<file path="src/rtl/alu_share_sched.sv">
// alu_share_sched: round-robin front end that lets two requesters share one
// combinational ALU (add, sub, and, or, not, slt). Each request is captured,
// evaluated for one cycle, and returned on a single tagged response channel.
//
// state   | meaning
// --------+-----------------------------------------------------------
// IDLE    | ready to grant one requester and capture its operation
// EXEC    | ALU evaluates captured operands, result loads into rsp regs
// HOLD    | response presented until the consumer takes it
module alu_share_sched #(
  parameter int unsigned size = 8
) (
  input  logic            clk,
  input  logic            rst_n,
  input  logic            req0_valid,
  output logic            req0_ready,
  input  logic [2:0]      req0_op,
  input  logic [size-1:0] req0_a,
  input  logic [size-1:0] req0_b,
  input  logic            req1_valid,
  output logic            req1_ready,
  input  logic [2:0]      req1_op,
  input  logic [size-1:0] req1_a,
  input  logic [size-1:0] req1_b,
  output logic            rsp_valid,
  input  logic            rsp_ready,
  output logic            rsp_id,
  output logic [size-1:0] rsp_data,
  output logic            rsp_cout
);

  localparam logic [1:0] ST_IDLE = 2'd0;
  localparam logic [1:0] ST_EXEC = 2'd1;
  localparam logic [1:0] ST_HOLD = 2'd2;

  localparam logic [2:0] OP_ADD = 3'b000;
  localparam logic [2:0] OP_SUB = 3'b001;
  localparam logic [2:0] OP_AND = 3'b010;
  localparam logic [2:0] OP_OR  = 3'b011;
  localparam logic [2:0] OP_NOT = 3'b100;
  localparam logic [2:0] OP_SLT = 3'b101;

  localparam logic [size:0] ONE = {{size{1'b0}}, 1'b1};

  logic [1:0]      state_q, state_d;
  logic            last_grant_q;
  logic [2:0]      op_q;
  logic [size-1:0] a_q, b_q;
  logic            id_q;

  logic            rsp_valid_q;
  logic            rsp_id_q;
  logic [size-1:0] rsp_data_q;
  logic            rsp_cout_q;

  logic            grant0, grant1;
  logic            accept0, accept1;

  logic [size:0]   sum_add, sum_sub, sum_slt;
  logic [size-1:0] alu_data;
  logic            alu_cout;

  // Round-robin grant: a lone requester always wins; on a tie the one that
  // was not served last wins, so continuous traffic alternates.
  always_comb begin
    grant0  = req0_valid & (~req1_valid | last_grant_q);
    grant1  = req1_valid & (~req0_valid | ~last_grant_q);
    accept0 = req0_valid & req0_ready;
    accept1 = req1_valid & req1_ready;
  end

  assign req0_ready = (state_q == ST_IDLE) & grant0;
  assign req1_ready = (state_q == ST_IDLE) & grant1;

  // Next-state logic for the IDLE -> EXEC -> HOLD loop.
  always_comb begin
    state_d = state_q;
    case (state_q)
      ST_IDLE: if (accept0 || accept1) state_d = ST_EXEC;
      ST_EXEC: state_d = ST_HOLD;
      ST_HOLD: if (rsp_ready) state_d = ST_IDLE;
      default: state_d = ST_IDLE;
    endcase
  end

  // State register.
  always_ff @(posedge clk or negedge rst_n) begin
    if (!rst_n) state_q <= ST_IDLE;
    else        state_q <= state_d;
  end

  // Capture the granted requester's operation; last_grant resets to 1 so
  // requester 0 wins the first tie.
  always_ff @(posedge clk or negedge rst_n) begin
    if (!rst_n) begin
      op_q         <= '0;
      a_q          <= '0;
      b_q          <= '0;
      id_q         <= 1'b0;
      last_grant_q <= 1'b1;
    end else if (accept0 || accept1) begin
      op_q         <= accept1 ? req1_op : req0_op;
      a_q          <= accept1 ? req1_a  : req0_a;
      b_q          <= accept1 ? req1_b  : req0_b;
      id_q         <= accept1;
      last_grant_q <= accept1;
    end
  end

  // Shared ALU. Subtractions use a + ~b + 1 so the carry out means "no
  // borrow"; slt reports the inverted sign of b - a, so a == b yields 1.
  always_comb begin
    sum_add  = {1'b0, a_q} + {1'b0, b_q};
    sum_sub  = {1'b0, a_q} + {1'b0, ~b_q} + ONE;
    sum_slt  = {1'b0, b_q} + {1'b0, ~a_q} + ONE;
    alu_data = '0;
    alu_cout = 1'b0;
    case (op_q)
      OP_ADD: {alu_cout, alu_data} = sum_add;
      OP_SUB: {alu_cout, alu_data} = sum_sub;
      OP_AND: alu_data = a_q & b_q;
      OP_OR:  alu_data = a_q | b_q;
      OP_NOT: alu_data = ~a_q;
      OP_SLT: begin
        alu_data = (~sum_slt[size-1:0]) >> (size - 1);
        alu_cout = sum_slt[size];
      end
      default: begin
        alu_data = '0;
        alu_cout = 1'b0;
      end
    endcase
  end

  // Response registers: load in EXEC, hold through HOLD, keep data after
  // the handshake and only drop the valid flag.
  always_ff @(posedge clk or negedge rst_n) begin
    if (!rst_n) begin
      rsp_valid_q <= 1'b0;
      rsp_id_q    <= 1'b0;
      rsp_data_q  <= '0;
      rsp_cout_q  <= 1'b0;
    end else if (state_q == ST_EXEC) begin
      rsp_valid_q <= 1'b1;
      rsp_id_q    <= id_q;
      rsp_data_q  <= alu_data;
      rsp_cout_q  <= alu_cout;
    end else if (state_q == ST_HOLD && rsp_ready) begin
      rsp_valid_q <= 1'b0;
    end
  end

  assign rsp_valid = rsp_valid_q;
  assign rsp_id    = rsp_id_q;
  assign rsp_data  = rsp_data_q;
  assign rsp_cout  = rsp_cout_q;

endmodule

</file>
<file path="config.mk">
export PLATFORM = sky130hd
export DESIGN_NAME = alu_share_sched
export DESIGN_NICKNAME = d
export VERILOG_FILES = /design/src/rtl/alu_share_sched.sv
export SDC_FILE = /design/constraint.sdc
export NUM_CORES = 1
export LEC_CHECK = 0
export CORE_UTILIZATION = 53
export DETAILED_ROUTE_END_ITERATION = 10
export PLACE_DENSITY = 0.82
export SYNTH_ARGS = -nofsm -noshare
export SYNTH_HDL_FRONTEND = slang
export SYNTH_SLANG_ARGS = --single-unit
</file>
<file path="constraint.sdc">
create_clock -name clk -period 3.1 [get_ports clk]
set_input_delay 0.62 -clock clk [delete_from_list [all_inputs] [get_ports clk]]
set_output_delay 0.62 -clock clk [all_outputs]
set_load 0.01 [all_outputs]
</file>
After elaboration in Yosys (flattened, before gate mapping)
Cells that the tools add are included.
{ "classes": {"addsub": 5, "eq_ne": 9, "n_mux": 10, "bitwise_logic": 16, "reduce_logical": 6} }
{ "op_table": {"columns": ["op", "n"], "rows": [
  ["$pmux W8 S6", 1],
  ["$add A8 B8 Y9", 3],
  ["$not A8 Y8", 3],
  ["$add A9 B1 Y9 const B", 2],
  ["$mux W8", 2],
  ["$and A8 B8 Y8", 1],
  ["$or A8 B8 Y8", 1],
  ["$and A1 B1 Y1", 6],
  ["$eq A3 B2 Y1 const B", 2],
  ["$eq A3 B3 Y1 const B", 2],
  ["$pmux W2 S3", 1],
  ["$mux W2", 2],
  ["$eq A3 B1 Y1 const B", 1],
  ["$logic_not A3 Y1", 1],
  ["$mux W3", 1],
  ["$not A1 Y1", 3],
  ["$pmux W1 S3", 1],
  ["$eq A2 B1 Y1 const B", 1],
  ["$eq A2 B2 Y1 const B", 1],
  ["$logic_not A2 Y1", 1],
  ["$mux W1", 2],
  ["$ne A2 B1 Y1 const B", 1],
  ["$ne A2 B2 Y1 const B", 1],
  ["$or A1 B1 Y1", 2],
  ["other kinds (4)", 4]
]} }
{ "totals": {"ff_bits": 34, "in_bits": 43, "output_inout_bits": 13, "wordCells": 56} }

Depth between registers and ports, before layout
{ "logic_depth": {"word_depth": 8, "mapped_depth": 9, "ltp_nobuf": 9} }

Worst setup path after synthesis
Ideal clock, no wire load.
{ "synth_path": {"kind": "reg-to-reg", "startpoint": "register a_q[0]", "endpoint": "register rsp_data_q[6], in the netlist rsp_data[6]", "setup_time_ps": 131, "arrival_time_ps": 2270, "t_required_ps": 2969, "slack_ps": 699, "path_stages_with_launch": 10, "n_path_buf": 0, "period_less_slack_ps": 2401, "path_cell_list": "dfrtp_1 -> inv_1 -> ha_1 -> fa_1 -> o21bai_4 -> nand2_1 -> a221o_1 -> a311oi_2 -> nor3_1 -> or3_1"} }
{ "synth_between": {"elab_chain_cells": 3} }
{ "synth_lines": {"columns": ["element", "line_no", "rtl"], "rows": [
  ["start: declaration", "48", "logic [size-1:0] a_q, b_q;"],
  ["start signal: assignment", "103", "a_q <= accept1 ? req1_a : req0_a;"],
  ["$add A8 B8 Y9", "114", "sum_sub = {1'b0, a_q} + {1'b0, ~b_q} + ONE;"],
  ["$add A9 B1 Y9", "114", null],
  ["$pmux W8 S6 *", "118", "case (op_q)"],
  ["end signal: assignment", "146", "rsp_data_q <= alu_data;"],
  ["end: declaration", "53", "logic [size-1:0] rsp_data_q;"]
]} }
Every way passes the cells marked *; elsewhere a longest branch is shown, timed or not.
A chain may end at the register's enable or synchronous reset.

Worst setup path after layout
Ends and elaborated chain as after synthesis.

==> results.sh <==
export IMPL_synth_cell_types=56
export IMPL_placed_cells=461
export IMPL_r2r_start="a_q[0]"
export IMPL_grt_pass1_vias=2407
export IMPL_hold_start="rsp_id"
export IMPL_routed_wire_length_per_instance_microns=15.0
export IMPL_rows=26
export IMPL_min_period_ns=2.57
export IMPL_ant_nets=0
export IMPL_cts_buffer_depth=2
export IMPL_dieArea_sq_um=5630
export IMPL_clkLatencyLatePin_ns=0.29
export IMPL_diodes=0
export IMPL_place_gp_congestion=0.919
export IMPL_finalMaxSlewViolations=0
export IMPL_clock_sinks=34
export IMPL_max_freq_mhz=389
export IMPL_io_pins=56
export IMPL_core_area_sq_um=5110
export IMPL_syn_area_per_cell_sq_um=8.12
export IMPL_area_growth_pct=25.2
export IMPL_finalPower_uw=4030
export IMPL_startpoint="a_q[0]"
export IMPL_yosys_area_top_type_share_pct=29.2
export IMPL_ys_seq_area_share_pct=30.2
export IMPL_cp_end_kind="register"
export IMPL_critPathKind="reg2reg"
export IMPL_wl_microns=7030
export IMPL_netlist_instances=348
export IMPL_path_max_fanout=5
export IMPL_hold_viol=0
export IMPL_yosysWarnings=0
export IMPL_vdd_ir_drop_max_uv=729
export IMPL_finish_instance_area_sq_um=3540
export IMPL_min_path_type="reg2reg"
export IMPL_reg2reg_depth=9
export IMPL_critical_path_arrival_ns=2.74
export IMPL_setup_violations=0
export IMPL_dr_total_vias=2635
export IMPL_worstPathRequired_ns=3.27
export IMPL_tightest_slew_ns=0.615
export IMPL_fin_crit_sh_pct=83.0
export IMPL_yosys_top_cells_area="dfrtp_1, ha_1, nand2_1, inv_1, nor2_1"
export IMPL_synth_ff_latch_count=34
export IMPL_grt_usage_pct=27.9
export IMPL_outcome="finished, final reports clean"
export IMPL_critPathLaunchType="register"
export IMPL_max_cap_violations=0
export IMPL_port_buffers=55
export IMPL_initialDrtViolationCount=145
export IMPL_synthArstFlopShare_pct=100
export IMPL_start_util_pct=55.3
export IMPL_die_w_microns=75.0
export IMPL_post_synth_top_area_cell="dfrtp_1"
export IMPL_cts_resized=0
export IMPL_leakage_uw=0.00162
export IMPL_ys_flop_type="dfrtp_1"
export IMPL_timing_setup_tns_ns=0
export IMPL_synth_edff_count=0
export IMPL_cts_root_buf="clkbuf_8"
export IMPL_antenna_found_initial=0
export IMPL_drive_gt1_share_pct=6.27
export IMPL_synth_fp_nets=425
export IMPL_crit_end="rsp_data[6]"
export IMPL_cts_setup_buffers=0
export IMPL_drt_pass1_iter_count=4
export IMPL_fin_cells=469
export IMPL_drc_errors=0
export IMPL_via_per_inst=5.62
export IMPL_num_nets_final=475
export IMPL_dpl_hpwl_microns=5450
export IMPL_netlist_area_sq_um=2830
export IMPL_grt_first_pass_wirelength_microns=11700
export IMPL_clk_pin_slew_ns=0.08
export IMPL_hold_buffers=0
export IMPL_p_per_area_nw_per_um2=1140
export IMPL_cts_buffers=5
export IMPL_regToRegEndpoint="rsp_data[6]"
export IMPL_cts_max_level=2
export IMPL_r2r_slack_ns=0.53
export IMPL_max_slew_margin_rel_pct=59.0
export IMPL_fin_skew_ns=0.00833
export IMPL_grt_ovfl_total=0
export IMPL_tritoncts="done"
export IMPL_grt_max_degree=40
export IMPL_place_area_sq_um=3420
export IMPL_die_h_microns=75.0
export IMPL_rsz0062_at_grt="false"
-- layout make-up --
| class | count | area (sq um) |
|---|---|---|
| tap | 70 | 87.6 |
| fill | 449 | 1570 |
| clock inverter | 3 | 45.0 |
| timing repair buffer | 63 | 611 |
| sequential | 34 | 852 |
| clock buffer | 5 | 68.8 |
| multi-input combinational | 259 | 1740 |
| inverter | 35 | 131 |
-- sequential cells by signal, summed over array words and instances (netlist names) --
name / count
a_q: 8
b_q: 8
rsp_data: 8
op_q: 3
state_q: 2
id_q: 1
last_grant_q: 1
rsp_cout: 1
rsp_id: 1
rsp_valid: 1
-- metrics by stage --
step	setup slack, ns	hold slack (ns)	util (%)
6_report	0.526	0.479	69.2
5_1_grt	0.405	0.533	69.2
4_1_cts	0.527	0.489	69.2
3_5_place_dp	0.539	0.471	67.0
3_3_place_gp	0.587	0.462	67.0
2_1_floorplan	0.699	0.324	-
-- cells in the final DEF, fill, tap and decap left out, types with 2 or more instances in the layout --
| master | n |
|---|---|
| o21ai_0 | 13 |
| a31oi_1 | 20 |
| mux2i_1 | 8 |
| buf_4 | 8 |
| or3_1 | 3 |
| o22ai_1 | 3 |
| clkinvlp_4 | 2 |
| a22oi_1 | 3 |
| nor2_1 | 34 |
| fa_1 | 2 |
| clkdlybuf4s50_1 | 55 |
| o31ai_1 | 2 |
| clkbuf_8 | 5 |
| inv_1 | 35 |
| nor4_1 | 2 |
| a21oi_1 | 20 |
| o21a_1 | 4 |
| a221o_1 | 3 |
| nor2b_1 | 3 |
| ha_1 | 32 |
| xnor2_1 | 2 |
| o221ai_1 | 5 |
| xor2_1 | 3 |
| o22a_1 | 4 |
| o21bai_1 | 2 |
| dfrtp_1 | 33 |
| nand2b_1 | 5 |
| nand2_1 | 57 |
| nor3_1 | 4 |
-- kinds of logic (layout without fill, tap and decap cells) --
group | count (synthesis) | in the layout | share of synthesized area, %
simple gates | 116 | 116 | 17.8
compound gates | 96 | 96 | 23.8
buf+inv | 55 | 106 | 8.24
fa+ha+maj | 34 | 34 | 15.6
flops | 34 | 34 | 30.2
mux | 8 | 8 | 2.83
xor+xnor | 5 | 5 | 1.55
-- synth_stat cells (all sizes together), types with 2 or more instances --
cell	instances
nand2	57
inv	35
nor2	34
dfrtp	33
ha	32
a21oi	20
a31oi	20
o21ai	14
clkbuf	11
buf	9
mux2i	8
nand2b	6
o221ai	5
nor3	4
o21a	4
o22a	4
a221o	3
a22oi	3
nor2b	3
o21bai	3
o22ai	3
or3	3
xor2	3
a2111oi	2
a311oi	2
fa	2
nor4	2
o31ai	2
xnor2	2
-- per-layer routing --
layer  vias to the layer above  wire length (microns)  GRT usage, %
met5                         -                      0             0
met4                         0                    177          8.81
met3                        14                    435          3.75
met2                       108                   3280          46.0
met1                      1212                   3140          38.0
li1                       1301                      -             -
-- critical path, cell delays in order (launching register included) --
cell and delay [ns]:
dfrtp_1 0.43, inv_1 0.08, ha_1 0.23, fa_1 0.44, o21bai_4 0.15, nand2_1 0.07
a221o_1 0.33, a311oi_2 0.30, nor3_1 0.08, or3_1 0.35
-- power breakdown --
| part | total, uW | internal [uW] | switching (uW) |
|---|---|---|---|
| logic | 2690 | 1170 | 1520 |
| clock network | 417 | 239 | 178 |
| registers | 916 | 658 | 259 |
| total | 4030 | 2070 | 1960 |
-- how the worst min path moves through the flow --
stage / slack [ns] / end / cells after the start
finish: 0.48 / rsp_id / 2
floorplan: 0.32 / a_q[0] / 0
detailed placement: 0.47 / rsp_id / 2
global route: 0.53 / rsp_data[1] / 2
global placement: 0.46 / rsp_data[4] / 2
CTS: 0.49 / rsp_id / 2
Power figures use the tool's default switching activity.
